**src/rtl/router_pkg.sv**
```systemverilog
// rtl/router_pkg.sv - shared packet types, widths and TX scheduler state encoding
package router_pkg;

    localparam int PKT_W = 55;

    localparam logic [2:0] PKT_TOKEN = 3'b111;
    localparam logic [2:0] PKT_ACK   = 3'b000;
    localparam logic [2:0] PKT_NACK  = 3'b011;
    localparam logic [2:0] PKT_DATAC = 3'b010;
    localparam logic [2:0] PKT_DATA3 = 3'b001;

    typedef enum logic [1:0] {
        ST_IDLE,
        ST_LAUNCH,
        ST_WAIT_BUSY,
        ST_WAIT_DONE
    } tx_state_e;

    // One-hot winner of the source arbitration.
    typedef struct packed {
        logic tok;
        logic dat;
        logic rsp;
    } tx_win_t;

    function automatic logic [PKT_W-1:0] build_pkt(input logic [2:0] pkt_type,
                                                   input logic [PKT_W-4:0] body);
        return {pkt_type, body};
    endfunction

endpackage

```
**src/rtl/tx_prio_sel.sv**
```systemverilog
// rtl/tx_prio_sel.sv - combinational response/data/token priority selector with burst override
module tx_prio_sel
    import router_pkg::*;
(
    input  logic    rsp_req_i,
    input  logic    dat_req_i,
    input  logic    token_held_i,
    input  logic    tok_req_i,
    input  logic    burst_full_i,
    output tx_win_t win_o
);

    // A full data burst lifts a waiting token above data; responses always win.
    always_comb begin
        win_o = '0;
        if (rsp_req_i) begin
            win_o.rsp = 1'b1;
        end else if (tok_req_i && burst_full_i) begin
            win_o.tok = 1'b1;
        end else if (dat_req_i && token_held_i) begin
            win_o.dat = 1'b1;
        end else if (tok_req_i) begin
            win_o.tok = 1'b1;
        end
    end

endmodule

```
**src/rtl/tx_scheduler.sv**
```systemverilog
// rtl/tx_scheduler.sv - arbitrates response/data/token frames onto the serial TX engine
module tx_scheduler
    import router_pkg::*;
#(
    parameter int BUSY_TIMEOUT   = 8,
    parameter int MAX_DATA_BURST = 4
) (
    input  logic             clk,
    input  logic             rst,
    input  logic             rsp_req,
    input  logic             rsp_nack,
    output logic             rsp_gnt,
    input  logic             dat_req,
    input  logic             dat_kind,
    input  logic [51:0]      dat_payload,
    output logic             dat_gnt,
    input  logic             tok_req,
    output logic             tok_gnt,
    input  logic             token_held,
    output logic [PKT_W-1:0] TX_Data,
    output logic             start,
    input  logic             ready,
    output logic             busy,
    output logic             sent_done,
    output logic [2:0]       sent_type,
    output logic             err_timeout
);

    localparam int TO_W = $clog2(BUSY_TIMEOUT + 1);
    localparam int BC_W = $clog2(MAX_DATA_BURST + 1);

    tx_state_e        state_q, state_d;
    logic [PKT_W-1:0] tx_data_q, tx_data_d;
    tx_win_t          win_q, win_d, win;
    logic [TO_W-1:0]  to_cnt_q, to_cnt_d;
    logic [BC_W-1:0]  burst_q, burst_d;
    logic [2:0]       sent_type_q, sent_type_d;
    logic             burst_full;
    logic [PKT_W-1:0] next_pkt;

    assign burst_full = (burst_q == BC_W'(MAX_DATA_BURST));

    tx_prio_sel u_prio (
        .rsp_req_i    (rsp_req),
        .dat_req_i    (dat_req),
        .token_held_i (token_held),
        .tok_req_i    (tok_req),
        .burst_full_i (burst_full),
        .win_o        (win)
    );

    always_comb begin
        next_pkt = build_pkt(PKT_TOKEN, '0);
        if (win.rsp) begin
            next_pkt = build_pkt(rsp_nack ? PKT_NACK : PKT_ACK, '0);
        end else if (win.dat) begin
            next_pkt = build_pkt(dat_kind ? PKT_DATA3 : PKT_DATAC, dat_payload);
        end
    end

    always_comb begin
        state_d     = state_q;
        tx_data_d   = tx_data_q;
        win_d       = win_q;
        to_cnt_d    = to_cnt_q;
        burst_d     = burst_q;
        sent_type_d = sent_type_q;
        start       = 1'b0;
        rsp_gnt     = 1'b0;
        dat_gnt     = 1'b0;
        tok_gnt     = 1'b0;
        sent_done   = 1'b0;
        err_timeout = 1'b0;

        case (state_q)
            ST_IDLE: begin
                if (ready && (win != '0)) begin
                    tx_data_d = next_pkt;
                    win_d     = win;
                    state_d   = ST_LAUNCH;
                end
            end
            ST_LAUNCH: begin
                start    = 1'b1;
                rsp_gnt  = win_q.rsp;
                dat_gnt  = win_q.dat;
                tok_gnt  = win_q.tok;
                to_cnt_d = TO_W'(1);
                state_d  = ST_WAIT_BUSY;
                if (win_q.tok) begin
                    burst_d = '0;
                end else if (win_q.dat && tok_req && !burst_full) begin
                    burst_d = burst_q + 1'b1;
                end
            end
            ST_WAIT_BUSY: begin
                // A late fall of ready on the last allowed cycle still counts as success.
                if (!ready) begin
                    state_d = ST_WAIT_DONE;
                end else if (to_cnt_q == TO_W'(BUSY_TIMEOUT)) begin
                    err_timeout = 1'b1;
                    state_d     = ST_IDLE;
                end else begin
                    to_cnt_d = to_cnt_q + 1'b1;
                end
            end
            ST_WAIT_DONE: begin
                if (ready) begin
                    sent_done   = 1'b1;
                    sent_type_d = tx_data_q[PKT_W-1 -: 3];
                    state_d     = ST_IDLE;
                end
            end
            default: state_d = ST_IDLE;
        endcase

        if (!tok_req) begin
            burst_d = '0;
        end
    end

    always_ff @(posedge clk or negedge rst) begin
        if (!rst) begin
            state_q     <= ST_IDLE;
            tx_data_q   <= '0;
            win_q       <= '0;
            to_cnt_q    <= '0;
            burst_q     <= '0;
            sent_type_q <= '0;
        end else begin
            state_q     <= state_d;
            tx_data_q   <= tx_data_d;
            win_q       <= win_d;
            to_cnt_q    <= to_cnt_d;
            burst_q     <= burst_d;
            sent_type_q <= sent_type_d;
        end
    end

    assign TX_Data   = tx_data_q;
    assign sent_type = sent_type_q;
    assign busy      = (state_q != ST_IDLE);

endmodule
```
**config.mk**
```make
export PLATFORM = sky130hd
export DESIGN_NAME = tx_scheduler
export DESIGN_NICKNAME = d
export VERILOG_FILES = /design/src/rtl/router_pkg.sv /design/src/rtl/tx_prio_sel.sv /design/src/rtl/tx_scheduler.sv
export SDC_FILE = /design/constraint.sdc
export NUM_CORES = 1
export LEC_CHECK = 0
export ABC_AREA = 1
export CORE_MARGIN = 1
export CORE_UTILIZATION = 43
export DETAILED_ROUTE_END_ITERATION = 8
export PLACE_DENSITY = 0.79
export SYNTH_ARGS = -nofsm -noshare
export SYNTH_HDL_FRONTEND = slang
export SYNTH_SLANG_ARGS = --single-unit
export TNS_END_PERCENT = 10
```
**constraint.sdc**
```tcl
create_clock -name clk -period 2.7 [get_ports clk]
set_input_delay 0.27 -clock clk [delete_from_list [all_inputs] [get_ports clk]]
set_output_delay 0.27 -clock clk [all_outputs]
set_load 0.01 [all_outputs]
```
# Word level (Yosys, flattened, before mapping)
# Cells that the tools add are included.
# word_totals
reg_bits,70
output_inout_bits,65
# classes
addsub,2
n_eq_ne,12
mux,32
reduce_logical,15
# op_table
operator,n
two-way mux 55 bit,2
two-way mux 1 bit,15
two-way mux 2 bit,7
two-way mux 3 bit,4
two-way mux 4 bit,2
"!= test 2 bit, second input constant",4
case mux 2 bit (4 select lines),1
case mux 4 bit (2 select lines),1
AND reduction 2 bit,3
AND reduction 3 bit,2
logical AND 1 bit,5
"adder 4 x 1 -> 4 bit, second input constant",1
"== test 2 bit, second input constant",2
"== test 4 bit, second input constant",1
nonzero test 2 bit,2
"adder 3 x 1 -> 3 bit, second input constant",1
"== test 3 bit, second input constant",1
"!= test 3 x 1 -> 1 bit, second input constant",1
"!= test 3 bit, second input constant",1
nonzero test 3 bit,1
"== test 2 x 1 -> 1 bit, second input constant",1
logical NOT 2 bit,1
"!= test 2 x 1 -> 1 bit, second input constant",1
logical NOT 1 bit,1

# Longest topological paths before layout
# Gate-level depths: netlist of the first run.
# depth
depth_word,8
depth_mapped,8
ltp_nobuf,8

# Modules after synthesis
# Synthesis of the first run repeated with hierarchy kept, for this count alone.
# unflattened
cells_unflattened,378
area_unflattened_um2,3427.0
# by_module_without_submodules
mod,n_inst,cells_each,area_each_um2,seq_area_each_um2
tx_scheduler,1,369,3379.5,1751.7
tx_prio_sel,1,9,47.5,0.0

# Worst setup path before layout of the first run
# Ideal clock, no wire load.
# synth_path
path_kind,flip-flop to flip-flop
startpoint,reg burst_q[0]
endpoint,"reg tx_data_q[10], in the netlist TX_Data[10]"
setup_time_ns,0.077
t_arrival_ns,1.228
required_ns,2.623
setup_slack_ns,1.396
stages_incl_launch_ff,7
n_path_buf,1
cell_sequence,dfrtp_1 > inv_1 > ha_1 > nand3_2 > buf_1 > nand4_1 > o21ai_1
# synth_between
elab_chain_len,7
# synth_rtl
element,line_no,source
from (decl),tx_scheduler.sv:36,"logic [BC_W-1:0] burst_q, burst_d;"
from (signal assigned),tx_scheduler.sv:135,burst_q <= burst_d;
== test 3 bit (*),tx_scheduler.sv:41,assign burst_full = (burst_q == BC_W'(MAX_DATA_BURST));
logical AND 1 bit (*),tx_prio_sel.sv:18,end else if (tok_req_i && burst_full_i) begin
two-way mux 1 bit,tx_prio_sel.sv:18,
two-way mux 2 bit (*),tx_prio_sel.sv:16,if (rsp_req_i) begin
nonzero test 3 bit,tx_scheduler.sv:77,if (ready && (win != '0)) begin
logical AND 1 bit,tx_scheduler.sv:77,
AND reduction 2 bit (no source line),--,
to (signal assigned),tx_scheduler.sv:132,tx_data_q <= tx_data_d;
to (decl),tx_scheduler.sv:33,"logic [PKT_W-1:0] tx_data_q, tx_data_d;"
# Every way passes the cells marked *; elsewhere a longest branch is shown, timed or not.
# A chain may end at the register's enable or synchronous reset.

# Final worst setup path of the first run
# layout_path
startpoint,reg to_cnt_q[0]
endpoint,out err_timeout
# layout_between
elab_chain_len,4
# layout_rtl
element,line_no,source
from (decl),tx_scheduler.sv:35,"logic [TO_W-1:0] to_cnt_q, to_cnt_d;"
from (signal assigned),tx_scheduler.sv:134,to_cnt_q <= to_cnt_d;
== test 4 bit,tx_scheduler.sv:100,end else if (to_cnt_q == TO_W'(BUSY_TIMEOUT)) begin
two-way mux 1 bit,tx_scheduler.sv:100,
two-way mux 1 bit,tx_scheduler.sv:98,if (!ready) begin
two-way mux 1 bit,tx_scheduler.sv:75,case (state_q)
to (decl),tx_scheduler.sv:26,output logic err_timeout
# Every way passes these cells.

==> results of run 1 <==
[Yosys cell counts, drive strengths merged]
cell and number:
o21ai 60, nand3 15, inv 22, buf 19
dfrtp 70, clkbuf 9, nor3 1, nand4 55
xor2 2, or2 1, nand2 99, nor2 13
ha 4
[power by group through the flow]
stage	clock [W]	combinational, W	sequential [W]
4_1_cts	0.000920	0.00139	0.00151
3_3_place_gp	0	0.00136	0.00152
3_5_place_dp	0	0.00139	0.00153
2_1_floorplan	0	0.000609	0.00160
6_report	0.000905	0.00138	0.00152
5_1_grt	0.000963	0.00153	0.00155
[placed cells by master (no fill, tap or decap)]
cell type	Yosys	layout
nand2_2	1	1
buf_12	0	2
xor2_1	2	2
ha_1	4	4
nand4_1	55	55
buf_4	0	4
o21ai_2	4	4
inv_2	3	4
clkinv_2	0	2
nor3_1	1	1
nand3_1	11	11
nor2_1	10	10
nand3_4	0	1
bufinv_16	0	2
clkdlybuf4s50_1	0	124
clkbuf_8	0	9
nand3_2	4	3
dfrtp_1	70	70
o21ai_0	16	16
o21ai_1	40	40
or2_2	1	1
inv_1	19	18
nand2_1	98	98
nor2_2	3	3
clkinv_4	0	2
[per-layer routing]
metal | global-route usage | wire length [um] | vias up
li1 | - | - | 1483
met2 | 0.3538 | 3894 | 91
met4 | 0.06205 | 94 | 0
met3 | 0.04894 | 478 | 10
met1 | 0.2702 | 3494 | 1399
met5 | 0 | 0 | -
[sequential cells by signal, summed over array words and instances, names as in the netlist]
register   cells
win_q          3
burst_q        3
sent_type      3
state_q        2
TX_Data       55
to_cnt_q       4
[path summary, 6_finish.rpt]
| check | start | slack [ps] | to | depth (start not counted) |
|---|---|---|---|---|
| worst min register to register | win_q[0]$_DFFE_PN0P_ | 490 | win_q[0]$_DFFE_PN0P_ | 2 |
| worst max-delay path | to_cnt_q[0]$_DFFE_PN0P_ | 520 | err_timeout | 5 |
| max in group asynchronous | rst | 2070 | state_q[0]$_DFFE_PN0P_ | 1 |
| worst min-delay path | rst | 30 | to_cnt_q[2]$_DFFE_PN0P_ | 1 |
| min in group clk | win_q[0]$_DFFE_PN0P_ | 490 | win_q[0]$_DFFE_PN0P_ | 2 |
| worst max register to register | burst_q[0]$_DFFE_PN0P_ | 920 | TX_Data[44]$_DFFE_PN0P_ | 6 |
[area by class of cell]
class / instances / area [um2] / share of cell area
timing repair buffer: 130 / 1311 / 0.2759
multi-input combinational: 250 / 1271 / 0.2675
clock buffer: 9 / 123.9 / 0.02607
clock inverter: 6 / 87.58 / 0.01843
inverter: 22 / 82.58 / 0.01738
tap: 99 / 123.9 / 0.02607
sequential: 70 / 1752 / 0.3686
[metrics by stage]
step           hold WS (ps)  total power [W]
6_report              27.91         0.003798
5_1_grt               125.3         0.004042
4_1_cts               78.83         0.003830
3_5_place_dp          441.9         0.002920
3_3_place_gp          436.5         0.002880
2_1_floorplan        -25.59         0.002213
[cell families after synthesis]
logic type | count (synthesis) | synth area share
simple gates | 184 | 0.2703
flops | 70 | 0.5374
compound gates | 60 | 0.09674
buf+inv | 50 | 0.07485
fa+ha+maj | 4 | 0.01536
xor+xnor | 2 | 0.005375
==> results.py, run 1 <==
metrics = {
    "worst_setup_path": {
        "cp_max_fo": 5,
        "path_cells": "inv_1, ha_1, nand3_1, nor3_1, clkdlybuf4s50_1",
        "arrival_ps": 1910,
        "critPathMaxStageDelay_ps": 570,
        "path_buf_inv": 2,
        "path_delay_family": "buffers and inverters",
        "worstSetupPathType": "register to primary output",
        "worst_setup_path_start_kind": "register",
        "crit_path_end_kind": "primary output",
        "cp_slowest_cell": "clkdlybuf4s50_1",
        "crit_required_ps": 2430,
    },
    "yosys": {
        "synth_area_leaders": "dfrtp_1 54%, nand2_1 11%, nand4_1 11%, o21ai_1 6.1%, o21ai_0 2.5%",
        "yosysWarnings": 0,
        "synth_area_leader_cell": "dfrtp_1",
        "avgSynthCellArea_um2": 8.809,
        "seq_area_frac_synth": 0.5374,
        "synthesis.area_mm2": 0.003259,
        "netlist_instances": 370,
        "syn_nets": 435,
        "ys_ff_latch": 70,
        "yosysUniqueCellTypes": 21,
        "synth_top_area_frac": 0.5374,
    },
    "detailed_routing": {
        "drc": 0,
        "firstDrtPassIters": 4,
        "wirelength_um": 7961,
        "vias": 2983,
        "drt_iter0_drc": 134,
        "routedWlPerCell_um": 13.59,
        "avgViaCountPerCell": 5.090,
        "drtAntennaViolNets": 0,
    },
    "power": {
        "seqPwrFrac": 0.399,
        "combPwrFrac": 0.363,
        "powerDensity_mw_per_mm2": 799.3,
        "power.share.clock": 0.238,
        "p_sw_frac": 0.3317,
        "ir_drop_v": 0.0003999,
        "total_leakage_power_nw": 2.033,
        "power.switching_w": 0.001260,
        "p_int_w": 0.002538,
    },
    "timing": {
        "relSlewSlack": 0.4137,
        "setup_ws_ps": 524.1,
        "fin_tns_setup_ps": 0,
        "period_share": 0.8059,
        "skew_ps": 8.900,
        "max_freq_ghz": 0.4596,
        "setup_viol": 0,
        "hold_viol": 0,
        "drv_slew": 0,
        "period_needed_ps": 2176,
        "max_slew.worst_pin.slew_ps": 879.4,
        "rsz0062_at_grt": "false",
    },
    "worst_hold_path": {
        "worstHoldPathType": "input port to async pin",
    },
    "cts": {
        "cts_setup_buffers": 0,
        "cts.sinks": 70,
        "cts_resized": 0,
        "htreeDepth": 3,
        "cts_buffers": 9,
        "clkTransAtPathRegs_ps": 70,
        "cts_tree": "yes",
        "insertion_delay_ps": 340,
        "clockBufferDepth": 2,
        "holdBufCountCts": 0,
        "cts_root_buf": "clkbuf_8",
    },
    "global_routing": {
        "grt_pass1_wl_um": 12700,
        "grt_pass1_vias": 2715,
        "gr-usage-all-layers": 0.2094,
        "overflow": 0,
        "antenna_found_initial": 0,
        "grt_max_degree": 71,
    },
    "floorplan": {
        "pin_count": 126,
        "chipHeight_um": 89.06,
        "die_area_mm2": 0.007932,
        "core_mm2": 0.007292,
        "die_x_um": 89.06,
        "start_util": 0.4470,
        "rows": 31,
    },
    "cells_and_area": {
        "final_core_util": 0.6517,
        "area_delta_synth_final_pct": 45.80,
        "antennaDiodeCount": 0,
        "stdcell_count": 586,
        "nets": 548,
        "drive_gt1_frac": 0.07803,
        "num-fill-cells": 618,
        "design_area_mm2": 0.004752,
    },
    "job": {
        "cap_violations": 0,
    },
    "place": {
        "dpl.cell_count": 571,
        "dpl_cell_area_mm2": 0.004541,
        "place_hpwl_um": 5411,
        "io_buffers": 125,
        "gp_congestion": 0.7316,
        "place_ws_ps": 661.5,
    },
    "run_status": {
        "status": "finished clean",
    },
}
Note: power is estimated with default switching activity, not from simulation.
==> inputs of run 2 (changes only) <==
--- a/config.mk
+++ b/config.mk
@@ -7,9 +7,9 @@
 export LEC_CHECK = 0
 export ABC_AREA = 1
 export CORE_MARGIN = 1
-export CORE_UTILIZATION = 43
+export CORE_UTILIZATION = 40
 export DETAILED_ROUTE_END_ITERATION = 8
-export PLACE_DENSITY = 0.79
+export PLACE_DENSITY = 0.77
 export SYNTH_ARGS = -nofsm -noshare
 export SYNTH_HDL_FRONTEND = slang
 export SYNTH_SLANG_ARGS = --single-unit
==> constraint.sdc (replaced) <==
create_clock -name clk -period 1.92 [get_ports clk]
set_input_delay 0.192 -clock clk [delete_from_list [all_inputs] [get_ports clk]]
set_output_delay 0.192 -clock clk [all_outputs]
set_load 0.01 [all_outputs]
==> results.py, run 2 (synthesis gave the netlist of run 1 again) <==
metrics = {
    "cts": {
        "clockBufferDepth": 2,
        "cts_tree": "yes",
        "cts_buffers": 9,
        "htreeDepth": 3,
        "insertion_delay_ps": 330,
        "cts.sinks": 70,
        "cts_root_buf": "clkbuf_8",
        "clkTransAtPathRegs_ps": 70,
        "cts_setup_buffers": 0,
    },
    "floorplan": {
        "die_area_mm2": 0.008514,
        "core_mm2": 0.007807,
        "chipHeight_um": 92.27,
        "start_util": 0.4175,
        "rows": 32,
        "die_x_um": 92.27,
        "pin_count": 126,
    },
    "timing": {
        "drv_slew": 0,
        "setup_viol": 0,
        "hold_viol": 0,
        "rsz0062_at_grt": "false",
        "fin_tns_setup_ps": 0,
        "skew_ps": 4.215,
        "whs_ps": 423.7,
        "max_slew.worst_pin.slew_ps": 572.9,
        "relSlewSlack": 0.6180,
        "max_freq_ghz": 0.5631,
        "period_needed_ps": 1776,
        "period_share": 0.9250,
    },
    "worst_setup_path": {
        "worst_setup_path_start_kind": "register",
        "path_delay_family": "flip-flops",
        "crit_required_ps": 1730,
        "cp_slowest_cell": "dfrtp_1",
        "path_buf_inv": 2,
        "path_cells": "inv_1, ha_1, nand3_1, nor3_2, dlygate4sd2_1",
        "arrival_ps": 1580,
        "critPathMaxStageDelay_ps": 430,
        "cp_max_fo": 5,
        "worstSetupPathType": "register to primary output",
        "crit_path_end_kind": "primary output",
    },
    "global_routing": {
        "overflow": 0,
        "antenna_found_initial": 0,
        "grt_max_degree": 60,
        "grt_pass1_vias": 2775,
        "gr-usage-all-layers": 0.1979,
        "grt_pass1_wl_um": 13430,
    },
    "power": {
        "powerDensity_mw_per_mm2": 1083,
        "ir_drop_v": 0.0004208,
        "p_total_w": 0.005228,
        "total_leakage_power_nw": 2.127,
    },
    "cells_and_area": {
        "final_core_util": 0.6181,
        "antennaDiodeCount": 0,
        "drive_gt1_frac": 0.08704,
        "largest_reg_flops": 55,
        "final_common_cell": "clkdlybuf4s50_1",
        "nets": 555,
        "final_cell_mix": "120 x clkdlybuf4s50_1, 98 x nand2_1, 70 x dfrtp_1",
        "design_area_mm2": 0.004826,
        "area_delta_synth_final_pct": 48.06,
    },
    "detailed_routing": {
        "vias": 2993,
        "routedWlPerCell_um": 13.66,
        "drt_iter0_drc": 142,
        "avgViaCountPerCell": 5.022,
        "firstDrtPassIters": 6,
        "drc": 0,
        "drtAntennaViolNets": 0,
        "wirelength_um": 8139,
    },
    "job": {
        "cap_violations": 0,
    },
    "worst_hold_path": {
        "worstHoldPathType": "input port to async pin",
    },
    "place": {
        "gp_congestion": 0.7819,
        "io_buffers": 125,
        "place_hpwl_um": 5546,
        "dpl_cell_area_mm2": 0.004624,
    },
    "run_status": {
        "status": "finished clean",
    },
}
run 2: cell count changes in the layout (fill, tap and decap cells not counted), sizes merged:
| cell | change |
|---|---|
| clkinv | -1 |
| dlymetal6s2s | +3 |
| buf | +6 |
| clkbuf | +2 |
| dlygate4sd2 | +1 |
| bufinv | -1 |
| dlygate4sd3 | +1 |
| clkdlybuf4s50 | -4 |
run 2: layout make-up:
class,instances,area [um2]
Fill cell,701,2982
Sequential cell,70,1752
Timing Repair Buffer,137,1408
Multi-Input combinational cell,250,1276
Clock buffer,11,131.4
Tap cell,102,127.6
Inverter,22,82.58
Clock inverter,4,48.80
run 2: repair_timing:
| item | in CTS | in global routing |
|---|---|---|
| endpoints found under the setup margin | 1 | 4 |
| gates resized for setup | 1 | 4 |
| endpoints found under the hold margin | 70 | 0 |
| hold buffers | 1 | 0 |
run 2: per-stage QoR:
step,std cells,setup slack [ps]
floorplan,370,615.6
global placement,580,167.6
detailed placement,580,141.6
CTS,596,27.07
global route,596,10.09
finish,596,144.1
run 2: final timing paths:
check / startpoint / cells after the start / endpoint / slack [ps]
setup / recovery: to_cnt_q[0]$_DFFE_PN0P_ / 5 / err_timeout / 140
hold / removal: rst / 3 / to_cnt_q[3]$_DFFE_PN0P_ / 420
setup reg to reg: burst_q[0]$_DFFE_PN0P_ / 6 / TX_Data[11]$_DFFE_PN0P_ / 360
hold reg to reg: sent_type[0]$_DFFE_PN0P_ / 2 / sent_type[0]$_DFFE_PN0P_ / 480
max in group asynchronous: rst / 3 / TX_Data[20]$_DFFE_PN0P_ / 990
min in group clk: dat_payload[17] / 3 / TX_Data[17]$_DFFE_PN0P_ / 420
run 2: worst register-to-register path: stages (launching register included):
cell and delay, ps:
dfrtp_1 400, inv_1 90, ha_1 190, nand3_2 320, buf_12 290, nand4_1 100, o21ai_1 70
run 2: per-layer routing:
metal  GRT usage  routed length, um  share of wire
met1      0.2783               3814           0.47
met2      0.2929               3817           0.47
met3     0.04892                437          0.054
met4     0.07813                 70         0.0086
met5           0                  0              0
run 2: power by group:
group / switching (W) / total [W] / internal [W] / leakage (nW)
sequential: 0.000277 / 0.00214 / 0.00186 / 0.945
combinational: 0.000967 / 0.00198 / 0.00101 / 1.09
clock: 0.000518 / 0.00111 / 0.000592 / 0.0931
total: 0.00176 / 0.00523 / 0.00347 / 2.13
==> inputs of run 3 (changes only) <==
--- a/config.mk
+++ b/config.mk
@@ -9,7 +9,7 @@
 export CORE_MARGIN = 1
 export CORE_UTILIZATION = 40
 export DETAILED_ROUTE_END_ITERATION = 8
-export PLACE_DENSITY = 0.77
+export PLACE_DENSITY = 0.83
 export SYNTH_ARGS = -nofsm -noshare
 export SYNTH_HDL_FRONTEND = slang
 export SYNTH_SLANG_ARGS = --single-unit
==> results.py, run 3 (synthesis gave the netlist of run 1 again) <==
metrics = {
    "worst_setup_path": {
        "path_delay_family": "buffers and inverters",
        "worstSetupPathType": "register to primary output",
        "path_buf_inv": 2,
        "worst_setup_path_start_kind": "register",
        "cp_slowest_cell": "clkdlybuf4s50_1",
        "critPathMaxStageDelay_ps": 540,
        "path_cells": "inv_2, nand2_4, nor2_2, clkdlybuf4s50_1",
        "crit_path_end_kind": "primary output",
        "crit_cells": 4,
        "cp_max_fo": 9,
        "rr_worst_depth": 6,
        "arrival_ps": 1620,
        "crit_required_ps": 1730,
    },
    "place": {
        "dpl.cell_count": 579,
        "io_buffers": 125,
        "place_ws_ps": 84.93,
        "gp_congestion": 0.8011,
        "place_hpwl_um": 5899,
    },
    "cells_and_area": {
        "final_common_cell": "clkdlybuf4s50_1",
        "largest_reg_flops": 55,
        "nets": 554,
        "stdcell_count": 596,
        "area_delta_synth_final_pct": 47.83,
        "drive_gt1_frac": 0.09717,
        "antennaDiodeCount": 0,
        "final_cell_mix": "123 x clkdlybuf4s50_1, 98 x nand2_1, 69 x dfrtp_1",
    },
    "power": {
        "powerDensity_mw_per_mm2": 1109,
        "total_leakage_power_nw": 2.056,
        "ir_drop_v": 0.0004452,
    },
    "worst_hold_path": {
        "worstHoldPathType": "input port to async pin",
    },
    "floorplan": {
        "chipHeight_um": 92.27,
        "die_x_um": 92.27,
        "core_mm2": 0.007807,
        "start_util": 0.4175,
        "pin_count": 126,
        "rows": 32,
        "die_area_mm2": 0.008514,
    },
    "timing": {
        "hold_viol": 0,
        "setup_ws_ps": 111.1,
        "rsz0062_at_grt": "false",
        "drv_slew": 0,
        "period_share": 0.9421,
        "period_needed_ps": 1809,
        "relSlewSlack": 0.7478,
        "skew_ps": 12.96,
        "whs_ps": 366.7,
        "max_slew.worst_pin.slew_ps": 378.3,
        "fin_tns_setup_ps": 0,
        "setup_viol": 0,
        "max_freq_ghz": 0.5528,
    },
    "global_routing": {
        "overflow": 0,
        "gr-usage-all-layers": 0.2092,
        "grt_pass1_vias": 2998,
        "antenna_found_initial": 0,
        "grt_pass1_wl_um": 14060,
        "grt_max_degree": 71,
    },
    "job": {
        "cap_violations": 0,
    },
    "cts": {
        "cts_root_buf": "clkbuf_8",
        "cts_tree": "yes",
        "clockBufferDepth": 2,
        "htreeDepth": 3,
        "clkTransAtPathRegs_ps": 90,
        "cts.sinks": 70,
        "insertion_delay_ps": 350,
        "cts_buffers": 9,
        "cts_setup_buffers": 0,
    },
    "detailed_routing": {
        "wirelength_um": 8580,
        "firstDrtPassIters": 4,
        "routedWlPerCell_um": 14.40,
        "drt_iter0_drc": 188,
        "drtAntennaViolNets": 0,
        "drc": 0,
        "avgViaCountPerCell": 5.158,
        "vias": 3074,
    },
    "run_status": {
        "status": "finished clean",
    },
}
[run 3: stage by stage]
step	cell area, um2	total power [W]	utilization
finish	4818	0.005342	0.6171
global route	4818	0.005672	0.6171
CTS	4800	0.005348	0.6147
detailed placement	4592	0.004151	0.5881
global placement	4592	0.004072	0.5881
floorplan	3259	0.003112	-
[run 3: repair_timing]
item | CTS | global route
gates resized for setup | 1 | 6
hold buffers | 1 | 0
endpoints found under the hold margin | 70 | 0
endpoints found under the setup margin | 1 | 5
[run 3: power by group]
part,internal (W),total [W],switching [W]
Combinational,0.00102,0.00202,0.000999
Clock,0.000601,0.00119,0.000590
Sequential,0.00186,0.00214,0.000275
[run 3: final cells by class]
cell class,instances,area [um2]
Sequential cell,70,1753
Fill cell,664,2989
Inverter,22,82.58
Clock buffer,9,123.9
Timing Repair Buffer,136,1368
Clock inverter,7,75.07
Multi-Input combinational cell,250,1289
Tap cell,102,127.6
[run 3: final timing paths]
path,from,to,slack [ps]
setup / recovery,state_q[1]$_DFFE_PN0P_,tok_gnt,110
hold / removal,rst,TX_Data[33]$_DFFE_PN0P_,370
hold reg to reg,sent_type[1]$_DFFE_PN0P_,sent_type[1]$_DFFE_PN0P_,490
min in group clk,dat_payload[33],TX_Data[33]$_DFFE_PN0P_,410
max in group asynchronous,rst,state_q[0]$_DFFE_PN0P_,1200
setup reg to reg,burst_q[0]$_DFFE_PN0P_,TX_Data[39]$_DFFE_PN0P_,440
[run 3: per-layer routing]
| layer | vias up | track usage | share of wire | wire (um) |
|---|---|---|---|---|
| met5 | - | 0 | 0 | 0 |
| met4 | 0 | 0.09766 | 0.023 | 200 |
| met3 | 20 | 0.04561 | 0.054 | 465 |
| met2 | 101 | 0.3420 | 0.49 | 4243 |
| met1 | 1455 | 0.2641 | 0.43 | 3670 |
| li1 | 1498 | - | - | - |
[run 3: worst register-to-register path, cell delays in order, from the launching register on]
cell     delay (ps)
dfrtp_1         380
inv_1            70
ha_1            210
nand3_2         100
buf_4           330
nand4_1         170
o21ai_1         160
